## src/rtl/serial_subtractor.sv

```systemverilog
// ---------------------------------------------------------------------------
// serial_subtractor
//
// Bit-serial unsigned subtractor. An accepted start captures both operands;
// the block then resolves one bit per clock, LSB first, through a single
// full-subtractor cell. After WIDTH cycles it publishes the difference
// (a - b mod 2^WIDTH) and the final borrow (a < b) and pulses done for
// one cycle.
//
// Timing: start accepted at edge k -> RUN on edges k+1 .. k+WIDTH ->
// DONE (done = 1) for the cycle after edge k+WIDTH -> IDLE.
//
// Ports
//   clk_in    in   1      rising-edge clock
//   rst_in    in   1      asynchronous, active-high reset
//   start_in  in   1      begin a subtraction (sampled in IDLE only)
//   a_in      in   WIDTH  minuend, unsigned
//   b_in      in   WIDTH  subtrahend, unsigned
//   busy      out  1      high from the accepted start through DONE
//   done      out  1      one-cycle pulse: diff/borrow just updated
//   diff      out  WIDTH  registered difference, held until next DONE
//   borrow    out  1      registered final borrow, held until next DONE
// ---------------------------------------------------------------------------
module serial_subtractor #(
    parameter int WIDTH = 8
) (
    input  logic             clk_in,
    input  logic             rst_in,
    input  logic             start_in,
    input  logic [WIDTH-1:0] a_in,
    input  logic [WIDTH-1:0] b_in,
    output logic             busy,
    output logic             done,
    output logic [WIDTH-1:0] diff,
    output logic             borrow
);

    // Counter must represent WIDTH itself, so size it for WIDTH+1 values.
    localparam int CNT_W = $clog2(WIDTH + 1);

    typedef enum logic [1:0] {
        S_IDLE,
        S_RUN,
        S_DONE
    } state_t;

    state_t             r_state;
    logic [WIDTH-1:0]   r_a;        // minuend shift register
    logic [WIDTH-1:0]   r_b;        // subtrahend shift register
    logic [WIDTH-1:0]   r_part;     // partial difference, fills from MSB
    logic               r_br;       // running borrow between bit slices
    logic [CNT_W-1:0]   r_cnt;      // bits processed so far
    logic [WIDTH-1:0]   r_diff;
    logic               r_borrow;
    logic               r_busy;
    logic               r_done;

    logic               w_d;
    logic               w_br_next;
    logic               w_last;
    logic [WIDTH-1:0]   w_part_next;

    // Full-subtractor slice on the current LSBs.
    assign w_d         = r_a[0] ^ r_b[0] ^ r_br;
    assign w_br_next   = (~r_a[0] & r_b[0]) | (~(r_a[0] ^ r_b[0]) & r_br);
    assign w_last      = (r_cnt == CNT_W'(WIDTH - 1));
    // New bit enters at the MSB; after WIDTH shifts bit 0 sits at index 0.
    assign w_part_next = {w_d, r_part[WIDTH-1:1]};

    // NOTE: every register here uses non-blocking assignment so all state
    // updates see the pre-edge values, regardless of statement order.
    always_ff @(posedge clk_in or posedge rst_in) begin
        if (rst_in) begin
            // NOTE: the datapath registers are reset too, not just control,
            // so the result outputs read 0 immediately on reset.
            r_state  <= S_IDLE;
            r_a      <= '0;
            r_b      <= '0;
            r_part   <= '0;
            r_br     <= 1'b0;
            r_cnt    <= '0;
            r_diff   <= '0;
            r_borrow <= 1'b0;
            r_busy   <= 1'b0;
            r_done   <= 1'b0;
        end else begin
            case (r_state)
                S_IDLE: begin
                    r_done <= 1'b0;
                    if (start_in) begin
                        r_a     <= a_in;
                        r_b     <= b_in;
                        r_part  <= '0;
                        r_br    <= 1'b0;
                        r_cnt   <= '0;
                        r_busy  <= 1'b1;
                        r_state <= S_RUN;
                    end
                end

                S_RUN: begin
                    r_a    <= r_a >> 1;
                    r_b    <= r_b >> 1;
                    r_part <= w_part_next;
                    r_br   <= w_br_next;
                    r_cnt  <= r_cnt + CNT_W'(1);
                    if (w_last) begin
                        // Publish the completed result together with done.
                        r_diff   <= w_part_next;
                        r_borrow <= w_br_next;
                        r_done   <= 1'b1;
                        r_state  <= S_DONE;
                    end
                end

                S_DONE: begin
                    r_done  <= 1'b0;
                    r_busy  <= 1'b0;
                    r_state <= S_IDLE;
                end

                default: begin
                    r_done  <= 1'b0;
                    r_busy  <= 1'b0;
                    r_state <= S_IDLE;
                end
            endcase
        end
    end

    assign busy   = r_busy;
    assign done   = r_done;
    assign diff   = r_diff;
    assign borrow = r_borrow;

endmodule

```

## config.mk

```make
export PLATFORM = sky130hd
export DESIGN_NAME = serial_subtractor
export DESIGN_NICKNAME = d
export VERILOG_FILES = /design/src/rtl/serial_subtractor.sv
export SDC_FILE = /design/constraint.sdc
export NUM_CORES = 1
export LEC_CHECK = 0
export ABC_AREA = 1
export BUFFER_PORTS_ARGS = -buffer_cell sky130_fd_sc_hd__buf_2
export CAP_MARGIN = 20
export CORE_MARGIN = 5
export CORE_UTILIZATION = 54
export DETAILED_ROUTE_END_ITERATION = 8
export HOLD_SLACK_MARGIN = 0.03
export PLACE_DENSITY = 0.77
export SETUP_SLACK_MARGIN = 0.1
export SLEW_MARGIN = 10
export SYNTH_ARGS = -nofsm -noshare
export SYNTH_HDL_FRONTEND = slang
export SYNTH_SLANG_ARGS = --single-unit
```

## constraint.sdc

```tcl
create_clock -name clk_in -period 1.5 [get_ports clk_in]
set_input_delay 0.15 -clock clk_in [delete_from_list [all_inputs] [get_ports clk_in]]
set_output_delay 0.15 -clock clk_in [all_outputs]
set_load 0.05 [all_outputs]
```

## Word-level counts from Yosys, hierarchy flattened

Cells that the tools add are included.

| word-level totals | value |
|---|---|
| flip-flop bits (word level) | 42 |
| input bits | 19 |
| output and inout bits | 11 |
| logic and storage cells | 46 |

| cells by class | value |
|---|---|
| $add $sub $neg | 1 |
| equality and inequality tests | 4 |
| muxes and demuxes | 17 |
| bitwise logic cells | 8 |
| reductions and logical operators | 6 |

Operator list:

| operator | count |
|---|---|
| $pmux W8 S2 | 3 |
| $mux W8 | 3 |
| $pmux W4 S2 | 1 |
| $reduce_and A2 Y1 | 4 |
| $add A4 B1 Y4 const B | 1 |
| $eq A4 B3 Y1 const B | 1 |
| $mux W1 | 4 |
| $mux W2 | 2 |
| $mux W4 | 1 |
| $ne A2 B2 Y1 const B | 2 |
| $pmux W1 S2 | 2 |
| $pmux W2 S2 | 1 |
| $not A1 Y1 | 3 |
| $and A1 B1 Y1 | 2 |
| $eq A2 B1 Y1 const B | 1 |
| $logic_not A2 Y1 | 1 |
| $reduce_bool A2 Y1 | 1 |
| $xor A1 B1 Y1 | 2 |
| $or A1 B1 Y1 | 1 |

## Longest topological paths before layout

Gate-level depths: netlist of the first run.

| logic depth | value |
|---|---|
| depth in word-level cells | 5 |
| gate-level depth with buffers | 7 |
| depth with buffers taken out | 6 |

## Least setup slack after synthesis of the first run

Ideal clock, no wire load.

| timing path | value |
|---|---|
| path kind | flip-flop to flip-flop |
| from | reg r_cnt[0] |
| to | reg r_done, in the netlist done |
| library setup time | 0.121 ns |
| arrival | 1.015 ns |
| required time | 1.379 ns |
| slack | 0.364 ns |
| stages on the path, launching flop included | 7 |
| path buffers | 1 |
| clock period less this slack | 1.136 ns |
| path through | dfrtp_1 ha_1 nand2_1 nor2_4 buf_6 nor2_1 nor2_1 |

| on the way | value |
|---|---|
| word-level cells in the longest chain between the ends | 2 |

RTL lines:

| item | line | text |
|---|---|---|
| start: declaration | 52 | `logic [CNT_W-1:0] r_cnt;` |
| start signal: assignment | 106 | `r_cnt <= r_cnt + CNT_W'(1);` |
| $eq A4 B3 Y1 | 66 | `assign w_last = (r_cnt == CNT_W'(WIDTH - 1));` |
| $ne A2 B2 Y1 (no line) | n/a |  |
| end signal: assignment | 85 | `r_done <= 1'b0;` |
| end signal: assignment | 89 | `r_done <= 1'b0;` |
| end signal: assignment | 111 | `r_done <= 1'b1;` |
| end: declaration | 56 | `logic r_done;` |

No other way between the ends.
A chain may end at the register's enable or synchronous reset.

## Worst setup path after layout of the first run

| timing path | value |
|---|---|
| from | reg r_cnt[1] |
| to | reg r_diff[7], in the netlist diff[7] |

| on the way | value |
|---|---|
| word-level cells in the longest chain between the ends | 2 |

RTL lines:

| item | line | text |
|---|---|---|
| $eq A4 B3 Y1 | 66 |  |
| $reduce_and A2 Y1 (no line) | n/a |  |
| end signal: assignment | 109 | `r_diff <= w_part_next;` |
| end: declaration | 53 | `logic [WIDTH-1:0] r_diff;` |

No other way between the ends.

==> results of run 1 <==
-- synth_stat cells, drive strengths merged --
cell type / count / area, µm²
nor2: 6 / 37.5
o22ai: 4 / 25.0
nand3: 45 / 225
o21ai: 6 / 30.0
nand2: 64 / 255
buf: 10 / 63.8
inv: 13 / 48.8
dfrtp: 41 / 1030
nand4: 1 / 6.26
fa: 1 / 20.0
a21oi: 1 / 5.00
ha: 1 / 12.5
nand3b: 1 / 7.51
-- repair_timing --
item	CTS	global route
hold buffers	17	0
endpoints found under the hold margin	57	0
setup endpoints to repair	0	9
setup buffers	0	5
-- layout make-up --
cell class                      instances  area share
Tap cell                               44      0.0244
Sequential cell                        41       0.455
Timing Repair Buffer                   57       0.176
Clock buffer                            5      0.0166
Multi-Input combinational cell        130       0.277
Clock inverter                          3      0.0289
Inverter                               13      0.0216
-- cells by family after synthesis --
| kind of cell | share of synthesized area |
|---|---|
| buf+inv | 0.0639 |
| simple gates | 0.302 |
| fa+ha+maj | 0.0185 |
| flops | 0.582 |
| compound gates | 0.0341 |
-- worst max-delay path by stage --
stage	from	endpoint	cells past startpoint
2_1_floorplan	r_cnt[0]	done	6
3_3_place_gp	r_cnt[0]	diff[2]	6
3_5_place_dp	r_cnt[0]	diff[6]	6
4_1_cts	r_cnt[0]	diff[2]	6
5_1_grt	r_cnt[1]	diff[2]	6
6_report	r_cnt[1]	diff[7]	6
-- worst max-delay path, cell delays in order (launching register included) --
cell	delay [ns]
dfrtp_1	0.42
ha_1	0.19
nand2_1	0.10
nor2_4	0.22
buf_4	0.15
nand3_1	0.08
nand2_1	0.09
-- metal layers --
| layer | global-route usage | up-vias | wire length (µm) |
|---|---|---|---|
| li1 | - | 736 | - |
| met2 | 0.319 | 39 | 1810 |
| met5 | 0 | - | 0 |
| met4 | 0.0810 | 0 | 67 |
| met3 | 0.0449 | 14 | 166 |
| met1 | 0.254 | 708 | 1700 |
-- power by group --
group | total (mW) | internal (mW) | switching (mW)
clock network | 0.883 | 0.516 | 0.367
logic | 2.06 | 0.671 | 1.39
registers | 1.88 | 1.59 | 0.296
-- registers in the layout (all words and copies together) (netlist names) --
name     flops
diff         8
r_br         1
r_state      2
r_part       7
borrow       1
r_cnt        4
r_a          8
done         1
r_b          8
busy         1
-- cells in the final DEF, fill, tap and decap left out, types with 3 or more instances in the layout --
cell type / n
buf_4: 11
o22ai_1: 4
inv_1: 11
dfrtp_1: 41
nand3_1: 45
dlygate4sd3_1: 17
buf_2: 29
clkbuf_4: 5
nand2_2: 3
nand2_1: 60
o21ai_0: 5
nor2_1: 4
==> impl_metrics.csv, run 1 <==
group,metric,value,unit
run_status,status,"complete, no violations",
synth,synth_nets,215,
timing,slew_violations,0,
die,core_area,3100,µm²
critical_path,rr_endpoint,"diff[7]",
timing,min_period,1.29,ns
pwr,cellPowerDensity,2140,nW/µm²
cells_and_area,n_fill_cell,252,
cells_and_area,final_net_count,269,
die,row_count,20,
timing,fin_skew,0.0138,ns
route,firstDrtPassIters,4,
critical_path,cp-start-kind,"flop",
route,avgRoutedWirePerCell,12.8,µm
global_routing,overflow,0,
die,start_util,0.568,
flow_run,drv_cap,0,
timing,slew_headroom,0.664,
critical_path,r2r_start,"r_cnt[1]",
route,vias,1497,
timing,setup_tns,0,ns
cells_and_area,stdcell_area,2250,µm²
route,drt_iter0_drc,77,
pwr,power.static_leakage,1.17,nW
synth,ys_seq_elements,41,
placed_design,gp_congestion,0.715,
pwr,finalPower,4.83,mW
route,ant_nets,0,
placed_design,dp_cells,263,
critical_path,crit_arrival,1.59,ns
clock_tree,cts_sinks,41,
global_routing,grt_pass1_vias,1426,
clock_tree,cts-root-buf,"clkbuf_4",
timing,max_freq,0.776,GHz
route,wirelength,3740,µm
critical_path,r2r_slack,0.21,ns
synth,synthCells,194,
hold_path,hold_path_end,"r_a[7]",
hold_path,worstHoldPathType,"input port to flop",
timing,hold_viol,0,
placed_design,place_area,1940,µm²
global_routing,antenna_found_initial,0,
clock_tree,tritoncts,"yes",
die,io-pin-count,30,
synth,synth_warnings,0,
placed_design,place_hpwl,2320,µm
die,die_h,67.1,µm
route,routed_via_density,5.11,
timing,setup_ws,0.211,ns
global_routing,grt_max_degree,42,
synth,synthesis.area,1760,µm²
hold_path,min_from,"start_in",
cells_and_area,diodes,0,
timing,tightestPinTransition,0.503,ns
cells_and_area,drive_gt1_frac,0.225,
cells_and_area,seq_area,1030,µm²
clock_tree,cts.htree.levels,2,
pwr,peakVddDrop,1050,µV
clock_tree,clkLatencyLatePin,0.35,ns
critical_path,critPathKind,"flop to flop",
timing,grt_setup_unrepaired,"false",
clock_tree,numCtsBuffers,5,
global_routing,grt_usage,0.196,
clock_tree,path_clk_slew,0.13,ns
placed_design,pre_cts_ws,0.187,ns
critical_path,cp_max_fo,7,
timing,holdWs,0.219,ns
synth,ys_seq_area_frac,0.582,
cells_and_area,fin_cells,293,
timing,setup_viol,0,
die,die_w,67.1,µm
hold_path,min_path_cells,5,
critical_path,crit_path_end_kind,"flop",
route,route.detailed.drc,0,
critical_path,worstRegToRegCells,6,
critical_path,required,1.80,ns
placed_design,io_buffers,29,
cells_and_area,fin_util,0.727,
synth,yosys.cell_types.count,20,
die,die-area,4510,µm²
cells_and_area,multi_input_area,624,µm²
synth,avgSynthCellArea,9.09,µm²
timing,finalCritPeriodShare,0.859,
clock_tree,cts_resized,0,
global_routing,grt_pass1_wl,6580,µm
clock_tree,clockBufferDepth,2,
cells_and_area,area_growth_syn_to_layout,27.9,%
No activity file was read; power rests on OpenSTA's default activity.
==> inputs of run 2 (changes only) <==
--- a/config.mk
+++ b/config.mk
@@ -5,14 +5,13 @@
 export SDC_FILE = /design/constraint.sdc
 export NUM_CORES = 1
 export LEC_CHECK = 0
-export ABC_AREA = 1
 export BUFFER_PORTS_ARGS = -buffer_cell sky130_fd_sc_hd__buf_2
 export CAP_MARGIN = 20
 export CORE_MARGIN = 5
-export CORE_UTILIZATION = 54
+export CORE_UTILIZATION = 55
 export DETAILED_ROUTE_END_ITERATION = 8
 export HOLD_SLACK_MARGIN = 0.03
-export PLACE_DENSITY = 0.77
+export PLACE_DENSITY = 0.78
 export SETUP_SLACK_MARGIN = 0.1
 export SLEW_MARGIN = 10
 export SYNTH_ARGS = -nofsm -noshare
==> run 2 against run 1 <==
Effect of this change:
- core utilization down 3.5 points
- design area down 5.6%
- critical path type unchanged
- clock power down 41%
==> impl_metrics.csv, run 2 <==
group,metric,value,unit
global_routing,grt_pass1_wl,6470,µm
critical_path,cp_slowest_cell,"dfrtp_1",
timing,slew_violations,0,
route,firstDrtPassIters,4,
cells_and_area,final_cell_mix,"dfrtp_1 (41), buf_2 (29), o21ai_0 (17)",
synth,synthTopCellsByArea,"dfrtp_1 (57%), mux2_4 (6.7%), o21ai_0 (5.0%)",
synth,ys_seq_area_frac,0.573,
pwr,comb_power_share,0.480,
clock_tree,tritoncts,"yes",
critical_path,cp-start-kind,"flop",
critical_path,cpLargestDelayFamily,"simple AND/OR/NAND/NOR gates",
synth,synth_common_cells,"dfrtp_1 (41), o21ai_0 (18), nand2_1 (16)",
die,die-area,4500,µm²
global_routing,grt_util_met1,0.241,
pwr,clock_power_share,0.114,
global_routing,grt_max_degree,42,
critical_path,crit_arrival,1.64,ns
clock_tree,clockBufferDepth,2,
route,route.detailed.drc,0,
clock_tree,path_clk_slew,0.11,ns
critical_path,cp_num_buf_inv,0,
route,vias,1347,
clock_tree,clkLatencyLatePin,0.34,ns
pwr,cellPowerDensity,2160,nW/µm²
flow_run,drv_cap,0,
timing,setup_viol,0,
clock_tree,cts_sinks,41,
clock_tree,numCtsBuffers,5,
critical_path,path_cells,"ha_2 > and3b_4 > and2_4 > mux2_4",
placed_design,dp_cells,225,
synth,ys_seq_elements,41,
route,ant_nets,0,
timing,hold_viol,0,
critical_path,critPathKind,"flop to flop",
cells_and_area,fin_cells,239,
synth,synthesis.area,1790,µm²
global_routing,grt_usage,0.195,
synth,yosys.cell_types.count,31,
global_routing,antenna_found_initial,0,
placed_design,place_area,2010,µm²
route,routed_via_density,5.64,
synth,synth_nets,174,
route,avgRoutedWirePerCell,15.4,µm
pwr,p_int,2.70,mW
global_routing,use_met3,0.0607,
placed_design,place_hpwl,2520,µm
critical_path,cp_max_fo,5,
placed_design,io_buffers,29,
critical_path,crit_path_end_kind,"flop",
synth,synthArstFlopShare,1.00,
synth,avgSynthCellArea,11.7,µm²
pwr,switchingPower,1.90,mW
die,core_area,3080,µm²
pwr,netSwitchingFraction,0.413,
timing,fin_skew,0.00719,ns
pwr,peakVddDrop,988,µV
cells_and_area,area_growth_syn_to_layout,18.8,%
route,drt_iter0_drc,67,
synth,synth_most_common_cell,"dfrtp_1",
global_routing,overflow,0,
timing,max_freq,0.708,GHz
synth,synth_warnings,0,
synth,synth-edff-count,0,
cells_and_area,stdcell_area,2130,µm²
timing,slew_headroom,0.668,
timing,finalCritPeriodShare,0.941,
synth,synth_flop_cell,"dfrtp_1",
cells_and_area,final_net_count,215,
placed_design,gp_congestion,0.826,
global_routing,grt_pass1_vias,1387,
cells_and_area,drive_gt1_frac,0.313,
die,io-pin-count,30,
synth,synth.top_cell.area_share,0.573,
clock_tree,cts.htree.levels,2,
global_routing,busiest_layer,"met2",
timing,min_period,1.41,ns
pwr,finalPower,4.60,mW
cells_and_area,diodes,0,
critical_path,required,1.73,ns
critical_path,slowest_delay,0.39,ns
cells_and_area,layout_commonest_cell,"dfrtp_1",
timing,grt_setup_unrepaired,"true",
pwr,power.static_leakage,1.01,nW
hold_path,worstHoldPathType,"input port to flop",
timing,tightestPinTransition,0.498,ns
die,die_w,67.1,µm
die,die_h,67.1,µm
run_status,status,"complete, no violations",
clock_tree,cts-root-buf,"clkbuf_4",
route,wirelength,3670,µm
synth,yosys.area.top_type,"dfrtp_1",
synth,synthCells,153,
die,row_count,20,
pwr,power_frac_seq,0.406,
global_routing,met2_usage,0.321,
die,start_util,0.582,
## run 2: power groups by stage
stage | registers [mW] | logic (mW) | clock network [mW]
2_1_floorplan | 2.29 | 1.14 | 0
3_3_place_gp | 1.86 | 1.98 | 0
3_5_place_dp | 1.89 | 2.07 | 0
4_1_cts | 1.86 | 2.16 | 0.539
5_1_grt | 1.92 | 2.42 | 0.599
6_report | 1.87 | 2.21 | 0.522
## run 2: cell type report
type / count / area [µm²]
well taps: 44 / 55.1
fillers: 237 / 950
multi-input cells: 99 / 714
repair buffers: 42 / 265
inverters: 5 / 18.8
flip-flops and latches: 41 / 1030
clock buffers: 8 / 48.8
## run 2: kinds of logic after synthesis
family,count (synthesis),synth area share
AOI/OAI and AO/OA,47,0.163
adders and majority gates,2,0.0182
buffers and inverters,14,0.0426
DFF,41,0.573
muxes,13,0.0950
and+or+nand+nor,36,0.108
## run 2: timing repair
item / 4_1_cts / 5_1_grt
buffers inserted: 3 / 1
resized for setup: 1 / 5
cloned: 1 / 0
setup endpoints to repair: 9 / 13
pin swaps: 1 / 1
endpoints found under the hold margin: 41 / 0
hold buffers: 1 / 0
## run 2: path summary, 6_finish.rpt
path,startpoint,end,slack [ns],depth (start not counted)
max in group asynchronous,rst_in,diff[5],0.67,4
worst max register to register,r_cnt[1],diff[2],0.09,4
min in group asynchronous,rst_in,r_a[5],0.47,4
worst max-delay path,r_cnt[1],diff[2],0.09,4
worst min register to register,r_a[2],r_a[2],0.50,2
worst min-delay path,b_in[7],r_b[7],0.06,2
## run 2: routing by layer
layer	vias up	share of wire	wire length [µm]
met4	0	0.013	46
met1	667	0.44	1610
met2	49	0.50	1830
li1	627	-	-
met5	-	0	0
met3	4	0.051	186
## run 2: through the flow
stage	setup TNS (ns)	utilization	hold WS (ns)	setup slack [ns]
after floorplan	0	-	0.320	0.0527
after global placement	0	0.654	0.286	0.0484
after detailed placement	-0.115	0.654	0.310	-0.0174
after CTS	0	0.683	0.0519	0.109
after global routing	0	0.691	0.0397	0.0522
final	0	0.691	0.0626	0.0882
==> inputs of run 3 (changes only) <==
--- a/config.mk
+++ b/config.mk
@@ -7,11 +7,13 @@
 export LEC_CHECK = 0
 export BUFFER_PORTS_ARGS = -buffer_cell sky130_fd_sc_hd__buf_2
 export CAP_MARGIN = 20
+export CELL_PAD_IN_SITES_DETAIL_PLACEMENT = 1
+export CELL_PAD_IN_SITES_GLOBAL_PLACEMENT = 2
 export CORE_MARGIN = 5
-export CORE_UTILIZATION = 55
+export CORE_UTILIZATION = 36
 export DETAILED_ROUTE_END_ITERATION = 8
 export HOLD_SLACK_MARGIN = 0.03
-export PLACE_DENSITY = 0.78
+export PLACE_DENSITY_LB_ADDON = 0.1
 export SETUP_SLACK_MARGIN = 0.1
 export SLEW_MARGIN = 10
 export SYNTH_ARGS = -nofsm -noshare
==> run 3 against run 2 <==
Effect of this change:
- sequential power barely moved
- design area rose by 3.0%
- clock power rose by 38%
- worst hold slack improved by 0.053 ns
- flip-flop and latch count did not move
- die area rose by 44%
- total power rose by 2.8%
- core utilization fell by 23 points
- cell count rose by 10%
- via count fell by 2.4%
- largest cell class unchanged
==> impl_metrics.csv, run 3 (synthesis gave the netlist of run 2 again) <==
group,metric,value,unit
run_status,status,"complete, no violations",
critical_path,critPathKind,"flop to flop",
critical_path,crit_path_end_kind,"flop",
placed_design,pre_cts_ws,0.0432,ns
route,vias,1315,
pwr,switchingPower,1.88,mW
die,row_count,25,
global_routing,overflow,0,
cells_and_area,area_growth_syn_to_layout,22.3,%
cells_and_area,final_cell_mix,"dfrtp_1 (40), buf_2 (29), o21ai_0 (18)",
critical_path,required,1.68,ns
critical_path,cp_max_fo,5,
cells_and_area,seq_area,1030,µm²
critical_path,r2r_slack,0.11,ns
pwr,peakVddDrop,703,µV
global_routing,grt_pass1_wl,6570,µm
pwr,power.static_leakage,1.04,nW
clock_tree,cts.htree.levels,2,
clock_tree,clockBufferDepth,2,
route,ant_nets,0,
route,firstDrtPassIters,4,
pwr,comb_power_share,0.453,
timing,slew_headroom,0.655,
pwr,clock_power_share,0.152,
timing,setup_tns,0,ns
clock_tree,cts-root-buf,"clkbuf_8",
route,route.detailed.drc,0,
pwr,cellPowerDensity,2160,nW/µm²
placed_design,io_buffers,29,
timing,max_freq,0.719,GHz
timing,fin_skew,0.00250,ns
cells_and_area,multi_input_area,707,µm²
hold_path,worstHoldPathType,"input port to flop",
global_routing,grt_max_degree,42,
die,io-pin-count,30,
route,wirelength,3930,µm
critical_path,cp-start-kind,"flop",
timing,min_period,1.39,ns
placed_design,place_hpwl,2640,µm
cells_and_area,diodes,0,
die,start_util,0.374,
timing,grt_setup_unrepaired,"true",
die,die_w,80.5,µm
timing,finalCritPeriodShare,0.927,
timing,hold_viol,0,
placed_design,gp_congestion,0.754,
cells_and_area,n_fill_cell,524,
clock_tree,tritoncts,"yes",
clock_tree,numCtsBuffers,5,
clock_tree,cts_sinks,41,
clock_tree,clkLatencyLatePin,0.29,ns
global_routing,grt_usage,0.132,
timing,slew_violations,0,
die,die_h,80.5,µm
die,die-area,6490,µm²
pwr,netSwitchingFraction,0.397,
route,avgRoutedWirePerCell,14.9,µm
die,core_area,4790,µm²
cells_and_area,layout_commonest_cell,"dfrtp_1",
global_routing,grt_pass1_vias,1357,
cells_and_area,drive_gt1_frac,0.340,
timing,setup_viol,0,
flow_run,drv_cap,0,
pwr,power_frac_seq,0.395,
critical_path,crit_arrival,1.57,ns
timing,setup_ws,0.110,ns
pwr,p_int,2.85,mW
cells_and_area,final_net_count,218,
clock_tree,path_clk_slew,0.07,ns
timing,tightestPinTransition,0.518,ns
global_routing,antenna_found_initial,0,
route,routed_via_density,4.98,
route,drt_iter0_drc,38,
[run 3: final cells by class]
type / instances / share of cell area
Multi-Input combinational cell: 99 / 0.322
Inverter: 5 / 0.00913
Sequential cell: 41 / 0.469
Tap cell: 67 / 0.0382
Timing Repair Buffer: 45 / 0.122
Clock buffer: 7 / 0.0394
[run 3: through the flow]
step           utilization  total power, mW  hold WS [ns]  cell area [µm²]  instances
6_report             0.458             4.73         0.116             2190        264
5_1_grt              0.458             5.07         0.108             2190        264
4_1_cts              0.453             4.77         0.105             2170        261
3_5_place_dp         0.426             3.97         0.318             2040        249
3_3_place_gp         0.426             3.89         0.304             2040        249
2_1_floorplan            -             3.42         0.320             1790        153
[run 3: worst max-delay path, cell delays in order, from the launching register on]
cell	delay, ns
dfrtp_1	0.36
ha_2	0.19
and3b_4	0.21
and2_4	0.20
mux2_4	0.31
[run 3: timing repair]
item                                    CTS  global route
endpoints found under the hold margin    41             0
gates cloned                              1             0
resized for setup                         3             1
hold buffers                              1             0
pin swaps                                 0             1
buffers inserted                          3             3
endpoints found under the setup margin   16            12
[run 3: worst paths after layout]
path,start,to,cells past startpoint
worst min-delay path,b_in[7],r_b[7],2
max in group asynchronous,rst_in,r_state[1],4
worst max-delay path,r_cnt[1],diff[7],4
worst min register to register,r_a[1],r_a[1],2
worst max register to register,r_cnt[1],diff[7],4
min in group asynchronous,rst_in,r_a[7],4
[run 3: power by group through the flow]
stage,clock [mW],combinational (mW),sequential [mW]
global route,0.803,2.33,1.93
floorplan,0,1.14,2.29
CTS,0.762,2.13,1.88
detailed placement,0,2.08,1.89
finish,0.718,2.14,1.87
global placement,0,2.02,1.88
[run 3: metal layers]
| layer | share of wire | routed length, µm | track usage | up-vias |
|---|---|---|---|---|
| met5 | 0 | 0 | 0 | - |
| met4 | 0.011 | 45 | 0.0405 | 0 |
| met3 | 0.037 | 147 | 0.0415 | 5 |
| met2 | 0.48 | 1880 | 0.208 | 27 |
| met1 | 0.47 | 1860 | 0.174 | 660 |
| li1 | - | - | - | 623 |
